<file path="src/rtl/timekeeper_param.sv">
// ============================================================================
// Module   : timekeeper_param
// Purpose  : Prescaled time-of-day counter with edge/auto-repeat adjust and 12 h view
// Revision : 1.0
// ============================================================================
`default_nettype none

module timekeeper_param #(
  parameter int CLK_HZ     = 32768,
  parameter int REPEAT_DLY = 16384,
  parameter int REPEAT_PER = 4096,
  parameter int PW         = 15
) (
  input  logic       Clk,
  input  logic       reset_n,
  input  logic       run,
  input  logic       mode_12h,
  input  logic       min_inc,
  input  logic       min_dec,
  input  logic       hour_inc,
  input  logic       hour_dec,
  output logic [5:0] seconds,
  output logic [5:0] minutes,
  output logic [5:0] hours,
  output logic [5:0] hours_disp,
  output logic       pm,
  output logic       sec_pulse,
  output logic       day_wrap
);

  localparam logic [PW-1:0] c_PRESC_TOP = PW'(CLK_HZ - 1);
  localparam logic [PW-1:0] c_RPT_DLY   = PW'(REPEAT_DLY);
  localparam logic [PW-1:0] c_RPT_PER   = PW'(REPEAT_PER);

  logic [PW-1:0] r_presc;
  logic [PW-1:0] r_rpt_cnt;
  logic          r_rpt_phase;
  logic [3:0]    r_adj_prev;
  logic [5:0]    r_seconds, r_minutes, r_hours;
  logic          r_sec_pulse, r_day_wrap;

  logic [3:0] w_adj, w_rise, w_ev;
  logic       w_one_hot, w_rpt_fire;
  logic       w_min_up, w_min_dn, w_hr_up, w_hr_dn, w_min_adj;
  logic       w_presc_top, w_tick, w_sec_wrap, w_min_wrap, w_hr_wrap;
  logic [5:0] w_sec_nxt, w_min_nxt, w_hr_nxt;
  logic [6:0] w_hr_sum, w_hr_sub;

  assign w_adj     = {min_inc, min_dec, hour_inc, hour_dec};
  assign w_rise    = w_adj & ~r_adj_prev;
  assign w_one_hot = $onehot(w_adj);
  // Delay phase waits REPEAT_DLY cycles from the edge, repeat phase re-fires every REPEAT_PER
  assign w_rpt_fire = w_one_hot &&
                      (r_rpt_phase ? (r_rpt_cnt == c_RPT_PER) : (r_rpt_cnt == c_RPT_DLY));
  assign w_ev      = w_rise | (w_rpt_fire ? w_adj : 4'b0000);

  assign w_min_up  = w_ev[3] & ~w_ev[2];
  assign w_min_dn  = w_ev[2] & ~w_ev[3];
  assign w_hr_up   = w_ev[1] & ~w_ev[0];
  assign w_hr_dn   = w_ev[0] & ~w_ev[1];
  assign w_min_adj = w_min_up | w_min_dn;

  assign w_presc_top = (r_presc == c_PRESC_TOP);
  assign w_tick      = run & w_presc_top & ~w_min_adj;
  assign w_sec_wrap  = w_tick & (r_seconds == 6'd59);
  assign w_min_wrap  = w_sec_wrap & (r_minutes == 6'd59);
  assign w_hr_wrap   = w_min_wrap & (r_hours == 6'd23);

  // Tick carry and hour adjust combine into one mod-24 step (range 0..47)
  assign w_hr_sum = {1'b0, r_hours} + {6'd0, w_min_wrap} + {6'd0, w_hr_up} +
                    (w_hr_dn ? 7'd23 : 7'd0);
  assign w_hr_sub = w_hr_sum - 7'd24;
  assign w_hr_nxt = (w_hr_sum >= 7'd24) ? w_hr_sub[5:0] : w_hr_sum[5:0];

  always_comb begin
    w_sec_nxt = r_seconds;
    if (w_min_adj)
      w_sec_nxt = 6'd0;
    else if (w_tick)
      w_sec_nxt = w_sec_wrap ? 6'd0 : r_seconds + 6'd1;
  end

  always_comb begin
    w_min_nxt = r_minutes;
    if (w_min_up)
      w_min_nxt = (r_minutes == 6'd59) ? 6'd0 : r_minutes + 6'd1;
    else if (w_min_dn)
      w_min_nxt = (r_minutes == 6'd0) ? 6'd59 : r_minutes - 6'd1;
    else if (w_sec_wrap)
      w_min_nxt = (r_minutes == 6'd59) ? 6'd0 : r_minutes + 6'd1;
  end

  always_ff @(posedge Clk or negedge reset_n) begin
    if (!reset_n) begin
      r_presc     <= '0;
      r_rpt_cnt   <= '0;
      r_rpt_phase <= 1'b0;
      r_adj_prev  <= 4'b0000;
      r_seconds   <= 6'd0;
      r_minutes   <= 6'd0;
      r_hours     <= 6'd0;
      r_sec_pulse <= 1'b0;
      r_day_wrap  <= 1'b0;
    end else begin
      r_adj_prev  <= w_adj;
      r_seconds   <= w_sec_nxt;
      r_minutes   <= w_min_nxt;
      r_hours     <= w_hr_nxt;
      r_sec_pulse <= w_tick;
      r_day_wrap  <= w_hr_wrap;

      if (!run || w_min_adj || w_presc_top)
        r_presc <= '0;
      else
        r_presc <= r_presc + 1'b1;

      if (!w_one_hot) begin
        r_rpt_cnt   <= '0;
        r_rpt_phase <= 1'b0;
      end else if (w_rpt_fire) begin
        r_rpt_cnt   <= {{(PW-1){1'b0}}, 1'b1};
        r_rpt_phase <= 1'b1;
      end else begin
        r_rpt_cnt   <= r_rpt_cnt + 1'b1;
      end
    end
  end

  always_comb begin
    hours_disp = r_hours;
    if (mode_12h) begin
      if (r_hours == 6'd0)
        hours_disp = 6'd12;
      else if (r_hours > 6'd12)
        hours_disp = r_hours - 6'd12;
    end
  end

  assign pm        = (r_hours >= 6'd12);
  assign seconds   = r_seconds;
  assign minutes   = r_minutes;
  assign hours     = r_hours;
  assign sec_pulse = r_sec_pulse;
  assign day_wrap  = r_day_wrap;

endmodule

`default_nettype wire

</file>
<file path="config.mk">
export PLATFORM = sky130hd
export DESIGN_NAME = timekeeper_param
export DESIGN_NICKNAME = d
export VERILOG_FILES = /design/src/rtl/timekeeper_param.sv
export SDC_FILE = /design/constraint.sdc
export NUM_CORES = 1
export LEC_CHECK = 0
export CAP_MARGIN = 20
export CORE_ASPECT_RATIO = 2
export CORE_MARGIN = 5
export CORE_UTILIZATION = 50
export CTS_CLUSTER_DIAMETER = 60
export DETAILED_ROUTE_END_ITERATION = 7
export HOLD_SLACK_MARGIN = 0.08
export PLACE_DENSITY = 0.78
export SYNTH_ARGS = -nofsm -noshare
export SYNTH_HDL_FRONTEND = slang
export SYNTH_SLANG_ARGS = --single-unit
</file>
<file path="constraint.sdc">
create_clock -name Clk -period 5 [get_ports Clk]
set_input_delay 1 -clock Clk [delete_from_list [all_inputs] [get_ports Clk]]
set_output_delay 1 -clock Clk [all_outputs]
set_load 0.02 [all_outputs]
</file>
==> results of run 1 <==
-- cell usage after synthesis, types with 2 or more instances --
cell and number:
nor2b_1 8, nor4_2 2, o21ai_0 14, a32o_1 2, dfrtp_1 55, nor4_1 2, and4_1 3, nand4_1 14
nor2_1 53, a31oi_1 6, or3_1 5, mux2i_1 4, nand2b_1 4, o311ai_0 2, nor3_1 9, xor2_1 17
or2_2 2, xnor2_1 14, buf_2 2, and3_1 5, o31ai_1 2, a211oi_1 2, fa_1 3, a21o_1 4
o211ai_1 2, nand2_1 23, nand3b_1 2, and4b_1 3, o21a_1 2, clkbuf_1 9, nand3_1 19, inv_1 28
a21oi_1 18, ha_1 22
-- worst max-delay path, cell delays in order --
cell	delay, ps
buf_8	80
inv_4	30
fa_1	520
inv_1	40
ha_2	190
ha_4	220
nor2_4	110
nand2_2	70
nor4_4	300
inv_2	70
a21o_1	210
ha_4	280
nand2_4	60
nor4_4	200
fa_1	470
ha_2	200
inv_2	50
fa_2	230
nand2b_4	150
nand2_1	40
o311ai_0	310
o21ai_0	200
a22o_1	270
-- power breakdown --
group,internal (mW),total [mW],switching (mW),leakage (nW)
Clock,0.190,0.357,0.168,0.0708
Sequential,0.491,0.581,0.0908,0.737
Combinational,0.413,0.834,0.421,1.19
Total,1.09,1.77,0.679,2.00
-- cell families after synthesis --
logic type,after synthesis,share of synthesized area [%]
xor+xnor,31,7.86
simple gates,162,24.7
buf+inv,42,4.96
mux,4,1.16
fa+ha+maj,25,9.70
compound gates,64,11.8
flops,55,39.8
-- flip-flops by register name, summed over array words and instances (netlist names) --
name / cells
r_rpt_cnt: 15
day_wrap: 1
minutes: 6
sec_pulse: 1
seconds: 6
r_rpt_phase: 1
r_presc: 15
hours: 6
r_adj_prev: 4
-- through the flow --
step | power [mW] | cell area, um^2 | hold WS, ps | utilization, %
global placement | 1.37 | 4210 | 493 | 61.7
finish | 1.77 | 4510 | 526 | 66.0
global route | 1.88 | 4510 | 565 | 66.0
detailed placement | 1.38 | 4210 | 501 | 61.7
floorplan | 1.04 | 3540 | 468 | -
CTS | 1.75 | 4450 | 526 | 65.1
-- per-layer routing --
metal  up-vias  part of all wire, %  GRT usage [%]
met1      1470                   42           25.2
li1       1488                    -              -
met2        76                   51           30.9
met5         -                    0              0
met4         0                  2.1           6.44
met3        15                  4.1           2.99
-- what timing repair did --
action,4_1_cts,5_1_grt
gates resized for setup,21,8
pin swaps,14,6
hold endpoints to repair,0,0
setup buffers,9,2
endpoints found under the setup margin,3,3
-- layout make-up --
| cell class | count | share of cell area [%] |
|---|---|---|
| clock buffers | 5 | 2.77 |
| clock inverters | 3 | 0.555 |
| inverters | 28 | 2.55 |
| multi-input cells | 286 | 45.2 |
| flip-flops and latches | 55 | 30.5 |
| well taps | 90 | 2.50 |
| repair buffers | 82 | 15.9 |
-- final timing paths --
| path | to | slack, ps |
|---|---|---|
| setup / recovery | hours[3]$_DFF_PN0_ | -120 |
| hold reg to reg | r_presc[0]$_DFF_PN0_ | 530 |
| hold / removal | r_presc[0]$_DFF_PN0_ | 530 |
| max in group asynchronous | r_rpt_cnt[0]$_DFF_PN0_ | 3720 |
| setup reg to reg | hours[3]$_DFF_PN0_ | 770 |
| min in group asynchronous | minutes[4]$_DFFE_PN0P_ | 830 |
==> impl_metrics.env, run 1 <==
export IMPL_crit_start="min_inc"
export IMPL_drt_iter0_drc=295
export IMPL_async_flop_share_pct=100
export IMPL_rsz0062_at_grt="yes"
export IMPL_fin_ws_ps=-121
export IMPL_min_path_cells=1
export IMPL_die_w_um=68.8
export IMPL_grt_pass1_vias=2885
export IMPL_clk_latency_ps=300
export IMPL_crit_type="input port to flip-flop"
export IMPL_avgViaCountPerCell=5.55
export IMPL_totalWireLength_mm=8.07
export IMPL_overflow=0
export IMPL_setup_tns_ps=-121
export IMPL_slew_viol_final=0
export IMPL_final_common_cell="dfrtp_1"
export IMPL_worstMarginPinSlew_ps=682
export IMPL_dr_pass1_iters=4
export IMPL_instances_no_fill=549
export IMPL_ir_drop_uv=321
export IMPL_ios=35
export IMPL_diodes=0
export IMPL_mostFrequentLayoutCells="55 x dfrtp_1, 51 x nor2_1, 47 x buf_4"
export IMPL_synth_top_cell_area_share_pct=39.8
export IMPL_hold_viol=0
export IMPL_period_needed_ps=5120
export IMPL_cp_end_kind="flip-flop"
export IMPL_rr_worst_depth=16
export IMPL_cts_tree="done"
export IMPL_die_y_um=128
export IMPL_fmax_mhz=195
export IMPL_multi_input_area_um2=2040
export IMPL_synth_flop_cell="dfrtp_1"
export IMPL_place_gp_congestion=0.909
export IMPL_ctsRootBufferMaster="clkbuf_16"
export IMPL_via_count=3049
export IMPL_finalCritPeriodShare_pct=102
export IMPL_violations="negative setup slack"
export IMPL_regArea_um2=1380
export IMPL_clock_sinks=55
export IMPL_grt_pass1_wl_mm=13.0
export IMPL_cp_required_ps=5180
export IMPL_hp_start="r_presc[0]$_DFF_PN0_"
export IMPL_dp_slack_ps=-946
export IMPL_powerDensity_nw_per_um2=393
export IMPL_cts_inserted_buffers=5
export IMPL_drc_errors=0
export IMPL_cts_reportedPaths_clkPinSlew_ps=70
export IMPL_nNetsFinal=491
export IMPL_critPathMaxFanout=3
export IMPL_max_cap_violations=0
export IMPL_antenna_found_initial=0
export IMPL_syn_inst=383
export IMPL_dieArea_um2=8770
export IMPL_cellLeakagePower_nw=2.00
export IMPL_wire_per_inst_um=14.7
export IMPL_holdBufCountCts=0
export IMPL_num_rows=43
export IMPL_grt_total_usage_pct=19.0
export IMPL_hold_class="flip-flop to flip-flop"
export IMPL_core_area_um2=6830
export IMPL_synth_edf_count=0
export IMPL_slew_headroom_pct=54.5
export IMPL_cp_start_kind="input port"
export IMPL_drive_gt1_share_pct=19.8
export IMPL_syn_to_final_growth_pct=30.6
export IMPL_start_util_pct=50.6
export IMPL_synth_area_um2=3460
export IMPL_synth_area_leader_cell="dfrtp_1"
export IMPL_portBuffers=34
export IMPL_grt_max_degree=56
export IMPL_worstPathArrival_ps=5300
export IMPL_avgSynthCellArea_um2=9.02
export IMPL_yosysUniqueCellTypes=55
export IMPL_skew_ps=6.95
export IMPL_r2r_start="r_rpt_cnt[2]$_DFF_PN0_"
export IMPL_synth_warnings=0
export IMPL_ys_ff_latch=55
export IMPL_status="complete, but fails checks"
export IMPL_ys_seq_area_share_pct=39.8
export IMPL_dpl_cell_count=530
export IMPL_ant_nets=0
export IMPL_setup_violations=1
export IMPL_fillCellCount=564
export IMPL_synth_nets=416
export IMPL_htree_levels=2
export IMPL_dp_hpwl_mm=5.40
export IMPL_synthTopCellsByArea="dfrtp_1 40%, ha_1 8.0%, nor2_1 5.8%"
export IMPL_clockBufferDepth=2
Power figures use the tool's default switching activity.
==> run 2: changes to the inputs <==
--- a/config.mk
+++ b/config.mk
@@ -5,7 +5,7 @@
 export SDC_FILE = /design/constraint.sdc
 export NUM_CORES = 1
 export LEC_CHECK = 0
-export CAP_MARGIN = 20
+export CAP_MARGIN = 30
 export CORE_ASPECT_RATIO = 2
 export CORE_MARGIN = 5
 export CORE_UTILIZATION = 50
@@ -13,6 +13,8 @@
 export DETAILED_ROUTE_END_ITERATION = 7
 export HOLD_SLACK_MARGIN = 0.08
 export PLACE_DENSITY = 0.78
+export REMOVE_ABC_BUFFERS = 1
 export SYNTH_ARGS = -nofsm -noshare
 export SYNTH_HDL_FRONTEND = slang
 export SYNTH_SLANG_ARGS = --single-unit
+export TNS_END_PERCENT = 50
==> impl_metrics.env, run 2 (synthesis gave the netlist of run 1 again) <==
export IMPL_powerDensity_nw_per_um2=397
export IMPL_portBuffers=34
export IMPL_ios=35
export IMPL_drc_errors=0
export IMPL_crit_type="input port to flip-flop"
export IMPL_hold_viol=0
export IMPL_dr_pass1_iters=4
export IMPL_dieArea_um2=8770
export IMPL_antenna_found_initial=0
export IMPL_fmax_mhz=190
export IMPL_max_cap_violations=0
export IMPL_cts_tree="done"
export IMPL_cp_end_kind="flip-flop"
export IMPL_clk_latency_ps=290
export IMPL_worstPathArrival_ps=5500
export IMPL_via_count=3054
export IMPL_htree_levels=2
export IMPL_core_area_um2=6830
export IMPL_nNetsFinal=487
export IMPL_start_util_pct=50.6
export IMPL_drt_iter0_drc=314
export IMPL_syn_to_final_growth_pct=28.5
export IMPL_slew_headroom_pct=54.3
export IMPL_fin_ws_ps=-277
export IMPL_grt_total_usage_pct=19.7
export IMPL_dp_hpwl_mm=5.44
export IMPL_period_needed_ps=5280
export IMPL_cp_required_ps=5230
export IMPL_diodes=0
export IMPL_hold_slack_ps=509
export IMPL_slew_viol_final=0
export IMPL_ctsRootBufferMaster="clkbuf_16"
export IMPL_ir_drop_uv=343
export IMPL_path_cells="buf_8 -> inv_4 -> fa_1 -> inv_2 -> ha_4 -> ha_4 -> nor2_4 -> nand2_2 -> nor4_4 -> inv_2 -> a21o_1 -> ha_4 -> nand2_4 -> nor4_4 -> fa_1 -> ha_2 -> inv_2 -> fa_2 -> nor2b_4 -> or3_4 -> o21a_1 -> o311ai_2 -> a22o_1"
export IMPL_final_common_cell="dfrtp_1"
export IMPL_r2r_slack_ps=740
export IMPL_ant_nets=0
export IMPL_skew_ps=5.12
export IMPL_grt_pass1_vias=2934
export IMPL_die_y_um=128
export IMPL_wire_per_inst_um=15.0
export IMPL_place_gp_congestion=0.888
export IMPL_clockBufferDepth=2
export IMPL_critPathMaxFanout=3
export IMPL_clock_sinks=55
export IMPL_fin_util_pct=65.0
export IMPL_cp_start_kind="input port"
export IMPL_worstMarginPinSlew_ps=685
export IMPL_overflow=0
export IMPL_dp_slack_ps=-1160
export IMPL_hold_class="flip-flop to flip-flop"
export IMPL_cellLeakagePower_nw=1.95
export IMPL_cp_slowest_cell="fa_1"
export IMPL_mostFrequentLayoutCells="55 x dfrtp_1, 52 x nor2_1, 44 x buf_4"
export IMPL_drive_gt1_share_pct=18.9
export IMPL_cts_reportedPaths_clkPinSlew_ps=70
export IMPL_reg_top3="r_presc: 15 flops, r_rpt_cnt: 15 flops"
export IMPL_setup_violations=3
export IMPL_totalWireLength_mm=8.18
export IMPL_rsz0062_at_grt="yes"
export IMPL_grt_pass1_wl_mm=13.6
export IMPL_slowest_delay_ps=580
export IMPL_finalCritPeriodShare_pct=106
export IMPL_die_w_um=68.8
export IMPL_status="complete, but fails checks"
export IMPL_critPathTopFamily="adder cells"
export IMPL_num_rows=43
export IMPL_holdBufCountCts=0
export IMPL_cts_inserted_buffers=5
export IMPL_crit_buf_inv=5
export IMPL_avgViaCountPerCell=5.60
export IMPL_grt_max_degree=56
export IMPL_violations="negative setup slack"
-- run 2: changes by cell type in the layout (fill, tap and decap cells not counted), moves of 2 or more --
cell	previous run	this run
inv_2	3	5
inv_6	2	0
buf_4	47	44
o21ai_2	2	0
o21ai_1	0	3
a21oi_2	0	2
-- run 2: routing by layer --
| metal | share of wire [%] | GRT usage [%] |
|---|---|---|
| met5 | 0 | 0 |
| met4 | 2.0 | 5.63 |
| met3 | 4.4 | 3.08 |
| met2 | 52 | 33.0 |
| met1 | 41 | 25.8 |
-- run 2: final timing paths --
check / from / end / cells after the start
max: min_dec / hours[3]$_DFF_PN0_ / 23
min: r_presc[0]$_DFF_PN0_ / r_presc[0]$_DFF_PN0_ / 1
max reg2reg: r_rpt_cnt[2]$_DFF_PN0_ / hours[3]$_DFF_PN0_ / 16
min reg2reg: r_presc[0]$_DFF_PN0_ / r_presc[0]$_DFF_PN0_ / 1
max in group asynchronous: reset_n / minutes[5]$_DFFE_PN0P_ / 2
min in group asynchronous: reset_n / minutes[1]$_DFFE_PN0P_ / 2
-- run 2: area by class of cell --
type | count | area, um^2
Clock buffer | 5 | 125
Sequential cell | 55 | 1380
Timing Repair Buffer | 78 | 667
Tap cell | 90 | 113
Fill cell | 555 | 2390
Clock inverter | 3 | 27.5
Multi-Input combinational cell | 286 | 2020
Inverter | 28 | 108
-- run 2: stage by stage --
step	setup TNS, ps	area [um^2]	total power, mW	instances
3_5_place_dp	-3850	4080	1.34	525
4_1_cts	-208	4370	1.74	541
6_report	-706	4440	1.76	545
3_3_place_gp	-3370	4080	1.33	525
2_1_floorplan	-1820	3390	1.01	369
5_1_grt	-1160	4440	1.87	545
-- run 2: power by group --
group / switching [mW] / internal, mW / total, mW
clock: 0.169 / 0.190 / 0.359
sequential: 0.0936 / 0.491 / 0.584
combinational: 0.420 / 0.400 / 0.821
total: 0.683 / 1.08 / 1.76
-- run 2: repair_timing --
item / CTS / global route
pin swaps: 18 / 17
gates cloned: 0 / 0
setup endpoints to repair: 5 / 3
setup buffers: 8 / 4
gates resized for setup: 35 / 11
